<file path="config.mk">
export PLATFORM = sky130hd
export DESIGN_NAME = mem_stage_unit
export DESIGN_NICKNAME = d
export VERILOG_FILES = /design/src/rtl/mem_stage_pkg.sv /design/src/rtl/mem_stage_unit_wb.sv /design/src/rtl/mem_stage_unit.sv
export SDC_FILE = /design/constraint.sdc
export NUM_CORES = 1
export LEC_CHECK = 0
export ABC_AREA = 1
export BUFFER_PORTS_ARGS = -buffer_cell sky130_fd_sc_hd__buf_2
export CAP_MARGIN = 15
export CORE_MARGIN = 2
export CORE_UTILIZATION = 40
export CTS_CLUSTER_DIAMETER = 60
export DETAILED_ROUTE_END_ITERATION = 10
export PLACE_DENSITY = 0.67
export SYNTH_ARGS = -nofsm -noshare
export SYNTH_HDL_FRONTEND = slang
export SYNTH_SLANG_ARGS = --single-unit
</file>
<file path="constraint.sdc">
create_clock -name clk -period 2 [get_ports clk]
set_clock_uncertainty 0.2 [all_clocks]
set_input_delay 0.1 -clock clk [delete_from_list [all_inputs] [get_ports clk]]
set_output_delay 0.1 -clock clk [all_outputs]
set_load 0.01 [all_outputs]
</file>
<file path="src/rtl/mem_stage_pkg.sv">
// -----------------------------------------------------------------------------
// mem_stage_pkg
// Shared definitions for the memory-access stage of the 16-bit pipelined CPU.
//   - mem_state_e : sequencing states of the MEM stage FSM
//   - DEF_DATA_W  : default data/address width
//   - DEF_REG_W   : default destination register index width
//   - BYTE_MASK   : mask applied to readData for byte loads
// -----------------------------------------------------------------------------
package mem_stage_pkg;

  localparam int DEF_DATA_W = 16;
  localparam int DEF_REG_W  = 4;

  localparam logic [15:0] BYTE_MASK = 16'h00FF;

  typedef enum logic [2:0] {
    IDLE    = 3'd0,
    R_ACC   = 3'd1,
    W_SETUP = 3'd2,
    W_PULSE = 3'd3,
    W_HOLD  = 3'd4
  } mem_state_e;

endpackage

</file>
<file path="src/rtl/mem_stage_unit_wb.sv">
// -----------------------------------------------------------------------------
// mem_wb_reg
// MEM/WB pipeline register. When load is high at a rising edge the entry is
// captured and valid pulses for exactly one cycle; otherwise valid (and fault)
// return to 0 while the payload holds its last value.
// Ports:
//   clk, rst            clock, asynchronous active-low reset
//   load                capture the entry at this edge
//   regWriteIn/destRegIn/dataIn/faultIn   entry payload
//   valid/regWrite/destReg/data/fault     registered entry
// -----------------------------------------------------------------------------
module mem_wb_reg
  import mem_stage_pkg::*;
#(
  parameter int DATA_W = DEF_DATA_W,
  parameter int REG_W  = DEF_REG_W
) (
  input  logic              clk,
  input  logic              rst,
  input  logic              load,
  input  logic              regWriteIn,
  input  logic [REG_W-1:0]  destRegIn,
  input  logic [DATA_W-1:0] dataIn,
  input  logic              faultIn,
  output logic              valid,
  output logic              regWrite,
  output logic [REG_W-1:0]  destReg,
  output logic [DATA_W-1:0] data,
  output logic              fault
);

  always_ff @(posedge clk or negedge rst) begin
    if (!rst) begin
      valid    <= 1'b0;
      regWrite <= 1'b0;
      destReg  <= '0;
      data     <= '0;
      fault    <= 1'b0;
    end else begin
      valid <= load;
      fault <= load & faultIn;
      if (load) begin
        regWrite <= regWriteIn;
        destReg  <= destRegIn;
        data     <= dataIn;
      end
    end
  end

endmodule

</file>
<file path="src/rtl/mem_stage_unit.sv">
// -----------------------------------------------------------------------------
// mem_stage_unit
// Memory-access stage sitting directly upstream of dataMemory. Accepts one
// EX/MEM request per handshake, sequences memRead/memWrite so address and data
// are stable around dataMemory's level-sensitive write, and retires each
// instruction into the MEM/WB register.
//
// Handshake: a request is taken at a rising edge when ex_valid=1 and
// mem_stall=0; while mem_stall=1 EX must hold its request unchanged.
//
// Ports:
//   clk, rst                 clock, asynchronous active-low reset
//   ex_*                     EX/MEM request fields
//   mem_stall                EX must hold its request
//   memRead, memWrite, wr_enableBW, address, writeWord, writeByte
//                            registered dataMemory drive
//   readData                 dataMemory read port
//   wb_valid/wb_regWrite/wb_destReg/wb_data   MEM/WB entry
//   mem_fault                out-of-range access pulse (with wb_valid)
//   stateDbg                 current FSM state, for observation
//
// Build option: define MEM_BOUNDS_CHECK_EN to suppress memory strobes for
// addresses >= MEM_DEPTH and flag them on mem_fault; otherwise mem_fault is 0.
// -----------------------------------------------------------------------------
module mem_stage_unit
  import mem_stage_pkg::*;
#(
  parameter int DATA_W    = DEF_DATA_W,
  parameter int REG_W     = DEF_REG_W,
  parameter int READ_WAIT = 1,
  parameter int MEM_DEPTH = 8
) (
  input  logic              clk,
  input  logic              rst,
  input  logic              ex_valid,
  input  logic              ex_memRead,
  input  logic              ex_memWrite,
  input  logic              ex_byteOp,
  input  logic [DATA_W-1:0] ex_address,
  input  logic [DATA_W-1:0] ex_storeData,
  input  logic [DATA_W-1:0] ex_aluResult,
  input  logic              ex_regWrite,
  input  logic [REG_W-1:0]  ex_destReg,
  output logic              mem_stall,
  output logic              memRead,
  output logic              memWrite,
  output logic              wr_enableBW,
  output logic [DATA_W-1:0] address,
  output logic [DATA_W-1:0] writeWord,
  output logic [7:0]        writeByte,
  input  logic [DATA_W-1:0] readData,
  output logic              wb_valid,
  output logic              wb_regWrite,
  output logic [REG_W-1:0]  wb_destReg,
  output logic [DATA_W-1:0] wb_data,
  output logic              mem_fault,
  output mem_state_e        stateDbg
);

  mem_state_e state, stateNext;
  logic [2:0] cnt, cntNext;

  // Request fields latched at accept, used while the operation is in flight.
  logic              reqByte;
  logic              reqRegWrite;
  logic [REG_W-1:0]  reqDest;
  logic              reqFault;
  // A non-memory op retires one edge after it is accepted.
  logic              aluPend;
  logic [DATA_W-1:0] aluData;

  logic accept, isStore, isLoad, isMemOp, lastRead, faultNow;
  logic memReadNext, memWriteNext;

  logic              wbLoad, wbRegWrite, wbFault;
  logic [REG_W-1:0]  wbDest;
  logic [DATA_W-1:0] wbData;

  assign stateDbg = state;

  // ---------------------------------------------------------------------------
  // Decode and next-state logic
  // ---------------------------------------------------------------------------
  always_comb begin
    lastRead  = (state == R_ACC) && (cnt == 3'd0);
    mem_stall = ((state == R_ACC) && (cnt != 3'd0)) ||
                (state == W_SETUP) || (state == W_PULSE);
    accept    = ex_valid & ~mem_stall;
    // Both strobes high is treated as a store.
    isStore   = ex_memWrite;
    isLoad    = ex_memRead & ~ex_memWrite;
    isMemOp   = ex_memRead | ex_memWrite;
`ifdef MEM_BOUNDS_CHECK_EN
    faultNow  = isMemOp && (ex_address >= DATA_W'(MEM_DEPTH));
`else
    faultNow  = 1'b0;
`endif

    stateNext = state;
    cntNext   = cnt;
    case (state)
      IDLE:    stateNext = IDLE;
      R_ACC:   begin
        if (cnt != 3'd0) cntNext = cnt - 3'd1;
        else             stateNext = IDLE;
      end
      W_SETUP: stateNext = W_PULSE;
      W_PULSE: stateNext = W_HOLD;
      W_HOLD:  stateNext = IDLE;
      default: stateNext = IDLE;
    endcase

    // accept is only possible in IDLE, last R_ACC cycle or W_HOLD, so a new
    // request simply starts its own sequence at this edge.
    if (accept) begin
      if (isStore) begin
        stateNext = W_SETUP;
      end else if (isLoad) begin
        stateNext = R_ACC;
        cntNext   = 3'(READ_WAIT - 1);
      end else begin
        stateNext = IDLE;
      end
    end

    // memRead is held through all but the last R_ACC cycle; memWrite is set
    // only for the single W_PULSE cycle.
    memReadNext  = ((state == R_ACC) && (cnt != 3'd0)) ? memRead : 1'b0;
    memWriteNext = (state == W_SETUP) & ~reqFault;
    if (accept && isLoad) memReadNext = ~faultNow;
  end

  // ---------------------------------------------------------------------------
  // Retirement into MEM/WB
  // ---------------------------------------------------------------------------
  always_comb begin
    wbLoad     = aluPend | lastRead | (state == W_PULSE);
    wbData     = aluData;
    wbRegWrite = reqRegWrite;
    wbDest     = reqDest;
    wbFault    = 1'b0;
    if (lastRead) begin
      if (reqFault)     wbData = '0;
      else if (reqByte) wbData = readData & DATA_W'(BYTE_MASK);
      else              wbData = readData;
      wbRegWrite = reqRegWrite & ~reqFault;
      wbFault    = reqFault;
    end else if (state == W_PULSE) begin
      wbData     = writeWord;
      wbRegWrite = 1'b0;
      wbFault    = reqFault;
    end
  end

  // ---------------------------------------------------------------------------
  // State and dataMemory drive registers
  // ---------------------------------------------------------------------------
  always_ff @(posedge clk or negedge rst) begin
    if (!rst) begin
      state       <= IDLE;
      cnt         <= 3'd0;
      memRead     <= 1'b0;
      memWrite    <= 1'b0;
      wr_enableBW <= 1'b0;
      address     <= '0;
      writeWord   <= '0;
      writeByte   <= 8'h00;
      reqByte     <= 1'b0;
      reqRegWrite <= 1'b0;
      reqDest     <= '0;
      reqFault    <= 1'b0;
      aluPend     <= 1'b0;
      aluData     <= '0;
    end else begin
      state    <= stateNext;
      cnt      <= cntNext;
      memRead  <= memReadNext;
      memWrite <= memWriteNext;
      aluPend  <= accept & ~isMemOp;
      if (accept) begin
        reqByte     <= ex_byteOp;
        reqRegWrite <= ex_regWrite;
        reqDest     <= ex_destReg;
        reqFault    <= faultNow;
        if (isMemOp) address <= ex_address;
        else         aluData <= ex_aluResult;
        if (isStore) begin
          writeWord   <= ex_storeData;
          writeByte   <= ex_storeData[7:0];
          wr_enableBW <= ~ex_byteOp;
        end
      end
    end
  end

  mem_wb_reg #(
    .DATA_W (DATA_W),
    .REG_W  (REG_W)
  ) u_mem_wb_reg (
    .clk        (clk),
    .rst        (rst),
    .load       (wbLoad),
    .regWriteIn (wbRegWrite),
    .destRegIn  (wbDest),
    .dataIn     (wbData),
    .faultIn    (wbFault),
    .valid      (wb_valid),
    .regWrite   (wb_regWrite),
    .destReg    (wb_destReg),
    .data       (wb_data),
    .fault      (mem_fault)
  );

endmodule

</file>
==> impl_results.md, run 1 <==
- Worst path arrival time: 1.59 ns
- Placement Setup Slack: 0.0492 ns
- Power density over cell area: 1330 nW/um^2
- Avg Cell Area, Syn: 7.82 sq um
- Post-layout nets: 807
- Die Height: 104 um
- Worst IR Drop VDD: 0.680 mV
- RD Place Congestion: 0.833
- Synth area leaders: dfrtp_1 54%, nand2_1 27%, nand4_1 3.1%
- Slowest CP cell: dfrtp_2
- Crit path cell chain: inv_1 -> nor2_1 -> nand3_4 -> nand2_1 -> buf_2
- Setup WS post-layout: 0.111 ns
- Vias in the first global route: 4166
- Fin area: 5890 sq um
- Antenna violations before repair: 0
- Setup Crit Path Kind: reg -> out
- Setup TNS Final: 0 ns
- Worst setup EP type: output port
- Antenna Cells: 0
- DP Area: 4830 sq um
- Worst hold margin: 0.0425 ns
- Placement Rows: 36
- Depth of the CTS H-tree: 3
- DRT Wirelength: 11700 um
- Status: completed
- P_leak: 3.38 nW
- Initial core utilization: 41.1%
- First-pass GRT wire length: 19600 um
- Area of the multi-input gates: 1580 sq um
- Storage cell area: 2150 sq um
- Clock buffer depth: 2
- Worst hold path class: in -> async
- Clk_lat worst skew: 0.36 ns
- Final-report max-slew violation count: 0
- Mapped Cells: 514
- CP startpoint kind: flop
- Buffer and inverter count on the worst path: 2
- Via Count: 4097
- Sequential-to-total area share from yosys stat: 53.5%
- Final Hold Vio Count: 0
- Req. time, crit path: 1.70 ns
- Wirelength per Cell: 13.5 um
- Unique masters post-synth: 21
- Min Tclk post-route: 1.89 ns
- Clock Pin Slew Worst Setup and Hold Paths: 0.09 ns
- Num CTS Buffers: 9
- Leading area contributor after synthesis: dfrtp_1
- Die Area: 10900 sq um
- Crit-path max cell delay: 0.46 ns
- Remaining antenna violation count: 0
- Maximum clock frequency: 529 MHz
- Share of cells above drive strength 1: 25.9%
- IO Pins: 145
- # DRC: 0
- Die X: 104 um
- Final setup violation count: 0
- Total gr overflow: 0
- Cell area after synthesis: 4020 sq um
- CTS sink count: 86
- Fill cells: 882
- Post-route clock period utilization: 94.4%
- #FFs+latches synth: 86
- Crit path max fanout: 10
- Net Count, Synth: 591
- CP top delay family: simple AND/OR/NAND/NOR gates
- Vias per cell: 4.72
- Largest net degree at the start of global routing: 61
- Number of port buffers: 143
- Drt initial violations: 206
- Root buffer selected by CTS: clkbuf_8
- Total track usage: 22.4%
- Max Cap Violations: 0
- TritonRoute pass-1 iters: 4
- Core Area: 9770 sq um
- Yosys top cell area share: 53.5%
- P&R area growth vs syn: 46.6%
- Detail Placement HPWL: 7570 um
- Yosys warns: 0
- CTS tree: done
[final cells by class]
class                   count  share of cell area [%]
well taps                 133                    2.82
clock buffers              10                    2.17
repair buffers            237                    28.4
multi-input cells         367                    26.8
clock inverters             6                    1.46
flip-flops and latches     86                    36.5
inverters                  29                    1.85
[worst min-delay path, delay by kind of cell]
kind	cells	cell delay (ns)
buf+inv	3	0.86
[synthesized netlist by cell type]
master    instances
buf_2            12
buf_4            13
buf_6             2
clkbuf_1          5
conb_1            1
dfrtp_1          86
ha_1              2
inv_1            27
inv_2             2
nand2_1         287
nand2_2           1
nand3_1          24
nand3_2           2
nand3_4           1
nand4_1          20
nand4_2           1
nor2_1           13
nor2_2            1
nor2_4            4
o21ai_0           9
xor2_1            1
[where the power goes]
group / total (mW) / switching, mW / internal (mW)
clock network: 1.33 / 0.633 / 0.702
registers: 3.08 / 0.566 / 2.51
logic: 3.42 / 2.02 / 1.40
[registers in the layout, indices dropped and copies added, names as in the netlist]
name / count
u_mem_wb_reg.valid: 1
reqRegWrite: 1
address: 16
memWrite: 1
reqByte: 1
wr_enableBW: 1
u_mem_wb_reg.destReg: 4
cnt: 3
stateDbg: 3
aluData: 16
reqDest: 4
u_mem_wb_reg.regWrite: 1
u_mem_wb_reg.data: 16
writeWord: 16
memRead: 1
aluPend: 1
[cells by family after synthesis]
family | after synthesis | synth area share (%)
buffers and inverters | 61 | 7.65
AOI/OAI and AO/OA | 9 | 1.12
adders and majority gates | 2 | 0.622
and+or+nand+nor | 354 | 36.8
xor gates and xnor gates | 1 | 0.218
DFF | 86 | 53.5
other | 1 | 0.0933
[worst paths after layout]
path / startpoint / to / slack, ns / cells past startpoint
min reg2reg: reqDest[3]$_DFFE_PN0P_ / u_mem_wb_reg.destReg[3]$_DFFE_PN0P_ / 0.28 / 2
max: stateDbg[0]$_DFFE_PN0P_ / mem_stall / 0.11 / 5
min in group clk: ex_storeData[0] / writeWord[0]$_DFFE_PN0P_ / 0.26 / 4
max reg2reg: cnt[0]$_DFF_PN0_ / writeWord[8]$_DFFE_PN0P_ / 0.20 / 9
max in group asynchronous: rst / reqDest[2]$_DFFE_PN0P_ / 1.23 / 3
min: rst / aluData[12]$_DFFE_PN0P_ / 0.04 / 3
[what timing repair did]
item,4_1_cts,5_1_grt
hold endpoints to repair,160,0
endpoints found under the setup margin,0,55
gates resized for setup,0,3
buffers inserted,0,3
hold buffers,76,0
[layout by cell type (no fill, tap or decap)]
master,n
nand4_4,1
conb_1,1
clkbuf_8,9
clkbuf_1,1
nand3_2,1
o21ai_0,9
buf_2,142
nor2_4,4
nand2_2,1
xor2_1,1
inv_1,27
dfrtp_1,85
buf_12,5
dlygate4sd3_1,75
clkinv_2,2
nand2_1,287
nor2_1,13
nand4_1,20
nor2_2,1
clkinv_4,1
bufinv_16,2
ha_1,2
buf_4,15
nand3_1,24
clkinvlp_4,1
inv_2,2
dfrtp_2,1
nand3_4,2
[per-stage QoR]
| step | utilization [%] | instances | total power, mW |
|---|---|---|---|
| finish | 60.3 | 868 | 7.83 |
| floorplan | - | 514 | 5.11 |
| detailed placement | 49.4 | 773 | 6.32 |
| global placement | 49.4 | 773 | 6.24 |
| global route | 60.3 | 868 | 8.47 |
| CTS | 59.5 | 865 | 7.79 |
[per-layer routing]
metal / vias up / wire length (um) / track usage, %
met5: - / 0 / 0
met4: 0 / 541 / 12.5
met3: 44 / 598 / 4.57
met2: 144 / 5470 / 35.3
met1: 1901 / 5070 / 28.8
li1: 2008 / - / -
Power figures use the tool's default switching activity.
==> run 2, diff against run 1 <==
--- a/config.mk
+++ b/config.mk
@@ -13,6 +13,7 @@
 export CTS_CLUSTER_DIAMETER = 60
 export DETAILED_ROUTE_END_ITERATION = 10
 export PLACE_DENSITY = 0.67
+export SETUP_SLACK_MARGIN = 0.15
 export SYNTH_ARGS = -nofsm -noshare
 export SYNTH_HDL_FRONTEND = slang
 export SYNTH_SLANG_ARGS = --single-unit
==> run 2 against run 1 <==
Power grew 0.94%. Core utilization rose by 1.2 points. Global-route usage about the same. Sequential power barely moved. Non-clock buffer count grew 6. Flip-flop and latch count unchanged. Combinational power rose by 2%. Hold slack got worse by 0.029 ns. Clock-buffer cell count unchanged.
==> impl_results.md, run 2 (synthesis results as in run 1) <==
- Status: completed
- CTS sink count: 86 (unchanged)
- Final-report max-slew violation count: 0 (unchanged)
- Met2 routed WL: 5890 um (+7.7%)
- Placement Rows: 36 (unchanged)
- Commonest non-fill, non-tap cells in the layout: 286 x nand2_1, 142 x buf_2, 85 x dfrtp_1, 74 x dlygate4sd3_1, 25 x inv_1
- Fin area: 6010 sq um (+2.0%)
- Total gr overflow: 0 (unchanged)
- IO Pins: 145 (unchanged)
- Via Count: 4142 (+1.1%)
- Power density over cell area: 1320 nW/um^2 (-1.0%)
- Crit-path max cell delay: 0.39 ns (-0.07 ns)
- Depth of the CTS H-tree: 3 (unchanged)
- Wirelength per Cell: 13.9 um (+3.1%)
- Worst setup EP type: flop
- Drt initial violations: 189 (-8.3%)
- First-pass GRT wire length: 19700 um (about the same)
- Metal3 WL: 578 um (-3.3%)
- Most frequent cell on the critical path: nand2_1
- Detail Placement HPWL: 7570 um (unchanged)
- Clk_lat worst skew: 0.37 ns (about the same)
- Worst hold path class: in -> reg
- Maximum clock frequency: 554 MHz (+4.7%)
- Antenna violations before repair: 0 (unchanged)
- Final setup violation count: 0 (unchanged)
- Initial core utilization: 41.1% (unchanged)
- RD Place Congestion: 0.833 (unchanged)
- Setup Crit Path Kind: reg -> reg
- Placement Setup Slack: 0.0492 ns (unchanged)
- Remaining antenna violation count: 0 (unchanged)
- Clock buffer depth: 2 (unchanged)
- Area of the multi-input gates: 1640 sq um (+3.7%)
- # DRC: 0 (unchanged)
- Commonest non-fill, non-tap cell in the layout: nand2_1
- HP Start: ex_memWrite
- Crit path max fanout: 8 (-2)
- Crit path launch: cnt[0]$_DFF_PN0_
- Max Cap Violations: 0 (unchanged)
- Core Area: 9770 sq um (unchanged)
- CP startpoint kind: flop
- Fill cells: 862 (-2.3%)
- Worst r2r src: cnt[0]$_DFF_PN0_
- Number of port buffers: 143 (unchanged)
- Total track usage: 22.5% (+0.043 points)
- Worst path arrival time: 1.86 ns (+0.27 ns)
- Final Hold Vio Count: 0 (unchanged)
- Share of cells above drive strength 1: 27.5% (+1.6 points)
- Die Height: 104 um (unchanged)
- Crit path cell chain: inv_2 -> ha_4 -> nand2_4 -> nand3_4 -> buf_4 -> nand4_1 -> buf_6 -> nand2_1 -> nand2_1
- CP top delay family: simple AND/OR/NAND/NOR gates
- Post-layout nets: 815 (+0.99%)
- Slowest CP cell: dfrtp_1
- Vias in the first global route: 4173 (+0.17%)
- Crit path depth: 9 (+4)
- R2R depth: 9 (unchanged)
- Clock Pin Slew Worst Setup and Hold Paths: 0.09 ns (about the same)
- Largest net degree at the start of global routing: 61 (unchanged)
- Worst hold margin: 0.0132 ns (-0.0293 ns)
- TritonRoute pass-1 iters: 4 (unchanged)
- M1 WL: 5200 um (+2.6%)
- Req. time, crit path: 2.06 ns (+0.36 ns)
- Hold Path Depth: 3
- Die Area: 10900 sq um (unchanged)
- Die X: 104 um (unchanged)
- DP Area: 4830 sq um (unchanged)
- P&R area growth vs syn: 49.4%
- CTS tree: done
- Setup TNS Final: 0 ns (unchanged)
- Worst IR Drop VDD: 0.731 mV (+7.5%)
- P_leak: 3.42 nW (+1.1%)
- Max Used Layer: met4
- Vias per cell: 4.73 (+0.18%)
- RSZ-0062 raised after global routing: true
- Min Tclk post-route: 1.80 ns (-0.0851 ns)
- Setup WS post-layout: 0.196 ns (+0.0851 ns)
- Num CTS Buffers: 9 (unchanged)
- Post-route clock period utilization: 90.2% (-4.3 points)
- Buffer and inverter count on the worst path: 3 (+1)
- DRT Wirelength: 12200 um (+4.1%)
- Storage cell area: 2150 sq um (unchanged)
- Root buffer selected by CTS: clkbuf_8
- Antenna Cells: 0 (unchanged)
run 2: report_power, final:
| part | switching (mW) | internal (mW) |
|---|---|---|
| sequential | 0.576 | 2.51 |
| combinational | 2.06 | 1.42 |
| clock | 0.633 | 0.701 |
run 2: through the flow:
step | utilization [%] | power, mW | std cells
6_report | 61.5 | 7.90 | 876
4_1_cts | 60.2 | 7.84 | 868
2_1_floorplan | - | 5.11 | 514
3_5_place_dp | 49.4 | 6.32 | 773
5_1_grt | 61.5 | 8.54 | 876
3_3_place_gp | 49.4 | 6.24 | 773
run 2: timing repair:
| action | in CTS | in global routing |
|---|---|---|
| gates resized for setup | 5 | 13 |
| hold endpoints to repair | 159 | 0 |
| hold buffers | 75 | 0 |
| gates cloned | 0 | 3 |
| pin swaps | 3 | 2 |
| setup buffers | 4 | 5 |
| endpoints found under the setup margin | 51 | 76 |
run 2: cell type report:
cell class,instances,area share [%]
Sequential cell,86,35.8
Clock buffer,10,2.12
Timing Repair Buffer,243,28.8
Clock inverter,6,1.44
Tap cell,133,2.77
Multi-Input combinational cell,369,27.2
Inverter,29,1.85
run 2: worst paths after layout:
path	to	slack, ns
worst max register to register	aluData[0]$_DFFE_PN0P_	0.20
max in group asynchronous	aluData[13]$_DFFE_PN0P_	1.22
min in group asynchronous	aluData[12]$_DFFE_PN0P_	0.04
worst min-delay path	stateDbg[1]$_DFFE_PN0P_	0.01
worst min register to register	u_mem_wb_reg.destReg[0]$_DFFE_PN0P_	0.28
worst max-delay path	aluData[0]$_DFFE_PN0P_	0.20
run 2: per-layer routing:
metal,track usage (%),vias to the layer above
li1,-,2025
met3,4.51,39
met2,35.5,138
met5,0,-
met1,28.9,1940
met4,12.4,0
run 2: tightest hold or removal path: stages:
cell     delay (ns)
buf_2          0.16
nand4_4        0.17
o21ai_0        0.10
==> run 3, diff against run 2 <==
--- a/config.mk
+++ b/config.mk
@@ -10,6 +10,7 @@
 export CAP_MARGIN = 15
 export CORE_MARGIN = 2
 export CORE_UTILIZATION = 40
+export CTS_BUF_LIST = sky130_fd_sc_hd__clkbuf_2 sky130_fd_sc_hd__clkbuf_4 sky130_fd_sc_hd__clkbuf_8
 export CTS_CLUSTER_DIAMETER = 60
 export DETAILED_ROUTE_END_ITERATION = 10
 export PLACE_DENSITY = 0.67
==> run 3 against run 2 <==
Cell area is essentially flat. Critical path depth unchanged. Routed wire length about the same. Cell count stayed put. Flip-flop and latch count stayed put. Global-route usage stayed put. Critical path type unchanged. Largest cell class unchanged.
==> impl_results.md, run 3 (synthesis results as in run 1) <==
- Post-route clock period utilization: 90.5% (+0.37 points)
- Final Hold Vio Count: 0 (unchanged)
- Detail Placement HPWL: 7570 um (unchanged)
- Fill cells: 860 (-0.23%)
- Clk_lat worst skew: 0.37 ns (about the same)
- Worst setup EP type: flop
- Req. time, crit path: 2.06 ns (about the same)
- CTS tree: done
- Total gr overflow: 0 (unchanged)
- Remaining antenna violation count: 0 (unchanged)
- CP startpoint kind: flop
- Initial core utilization: 41.1% (unchanged)
- Total power: 7.92 mW (+0.16%)
- Wirelength per Cell: 13.9 um (about the same)
- Worst IR Drop VDD: 0.733 mV (+0.22%)
- Share of cells above drive strength 1: 27.6% (+0.13 points)
- Number of port buffers: 143 (unchanged)
- RD Place Congestion: 0.833 (unchanged)
- Root buffer selected by CTS: clkbuf_8
- Antenna Cells: 0 (unchanged)
- Post-layout nets: 815 (unchanged)
- P&R area growth vs syn: 49.5% (about the same)
- Power density over cell area: 1320 nW/um^2 (about the same)
- Final setup violation count: 0 (unchanged)
- First-pass GRT wire length: 19700 um (unchanged)
- CTS sink count: 86 (unchanged)
- Setup Crit Path Kind: reg -> reg
- Commonest non-fill, non-tap cell in the layout: nand2_1
- Max Cap Violations: 0 (unchanged)
- DRT Wirelength: 12200 um (about the same)
- P_leak: 3.43 nW (about the same)
- Drt initial violations: 190 (+0.53%)
- Status: completed
- Crit path max fanout: 8 (unchanged)
- Worst hold margin: 0.0122 ns (-0.000992 ns)
- Total track usage: 22.5% (unchanged)
- TritonRoute pass-1 iters: 5 (+1)
- Setup TNS Final: 0 ns (unchanged)
- Vias in the first global route: 4173 (unchanged)
- Min Tclk post-route: 1.81 ns (+0.00732 ns)
- Antenna violations before repair: 0 (unchanged)
- Die Area: 10900 sq um (unchanged)
- Via Count: 4144 (+0.048%)
- Commonest non-fill, non-tap cells in the layout: 286 x nand2_1, 142 x buf_2, 85 x dfrtp_1, 74 x dlygate4sd3_1, 25 x inv_1
- Final-report max-slew violation count: 0 (unchanged)
- Num CTS Buffers: 9 (unchanged)
- Layout Utilization: 61.5% (about the same)
- Core Area: 9770 sq um (unchanged)
- Die X: 104 um (unchanged)
- Clock Pin Slew Worst Setup and Hold Paths: 0.09 ns (about the same)
- Worst path arrival time: 1.87 ns (about the same)
- Worst hold path class: in -> reg
- # DRC: 0 (unchanged)
- RSZ-0062 raised after global routing: true
- Die Height: 104 um (unchanged)
- Placement Rows: 36 (unchanged)
- Largest net degree at the start of global routing: 61 (unchanged)
- IO Pins: 145 (unchanged)
- Depth of the CTS H-tree: 3 (unchanged)
- Clock buffer depth: 2 (unchanged)
- Maximum clock frequency: 552 MHz (-0.40%)
- Vias per cell: 4.73 (about the same)
## run 3: through the flow
| step | instance area [sq um] | worst slack, ns | cells |
|---|---|---|---|
| after floorplan | 4020 | 0.262 | 514 |
| after global placement | 4830 | 0.128 | 773 |
| after detailed placement | 4830 | 0.0492 | 773 |
| after CTS | 5890 | 0.155 | 868 |
| after global routing | 6010 | 0.0966 | 876 |
| final | 6010 | 0.189 | 876 |
## run 3: routing by layer
metal	vias to the layer above	track usage, %	wire length (um)
li1	2026	-	-
met1	1930	28.9	5150
met2	150	35.5	5900
met3	38	4.51	658
met4	0	12.4	455
met5	-	0	0
## run 3: repair_timing
item                                    4_1_cts  5_1_grt
hold buffers                                 75        0
endpoints found under the hold margin       159        0
pin swaps                                     3        2
buffers inserted                              4        5
gates resized for setup                       5       13
endpoints found under the setup margin       51       76
gates cloned                                  0        3
## run 3: path summary, 6_finish.rpt
kind / slack (ns) / endpoint / from / depth (start not counted)
min reg2reg: 0.28 / u_mem_wb_reg.destReg[0]$_DFFE_PN0P_ / reqDest[0]$_DFFE_PN0P_ / 2
max in group asynchronous: 1.22 / reqDest[2]$_DFFE_PN0P_ / rst / 3
max: 0.19 / aluData[0]$_DFFE_PN0P_ / cnt[0]$_DFF_PN0_ / 9
max reg2reg: 0.19 / aluData[0]$_DFFE_PN0P_ / cnt[0]$_DFF_PN0_ / 9
min in group asynchronous: 0.04 / aluData[12]$_DFFE_PN0P_ / rst / 3
min: 0.01 / stateDbg[1]$_DFFE_PN0P_ / ex_memWrite / 3
## run 3: worst max-delay path, stage by stage, from the launching register on
cell,delay [ns]
dfrtp_1,0.39
inv_2,0.09
ha_4,0.16
nand2_4,0.08
nand3_4,0.09
buf_4,0.15
nand4_1,0.19
buf_6,0.22
nand2_1,0.06
nand2_1,0.06
## run 3: power by group
| part | switching, mW | total, mW | internal [mW] | leakage (nW) |
|---|---|---|---|---|
| Clock | 0.635 | 1.35 | 0.715 | 0.110 |
| Sequential | 0.575 | 3.08 | 2.51 | 1.08 |
| Combinational | 2.06 | 3.48 | 1.42 | 2.23 |
| Total | 3.27 | 7.92 | 4.65 | 3.43 |
## run 3: layout make-up
class	instances	area, sq um	area share, %
Multi-Input combinational cell	369	1640	27.2
Inverter	29	111	1.85
Clock buffer	10	131	2.18
Clock inverter	6	86.3	1.44
Timing Repair Buffer	243	1730	28.7
Tap cell	133	166	2.77
Sequential cell	86	2150	35.8
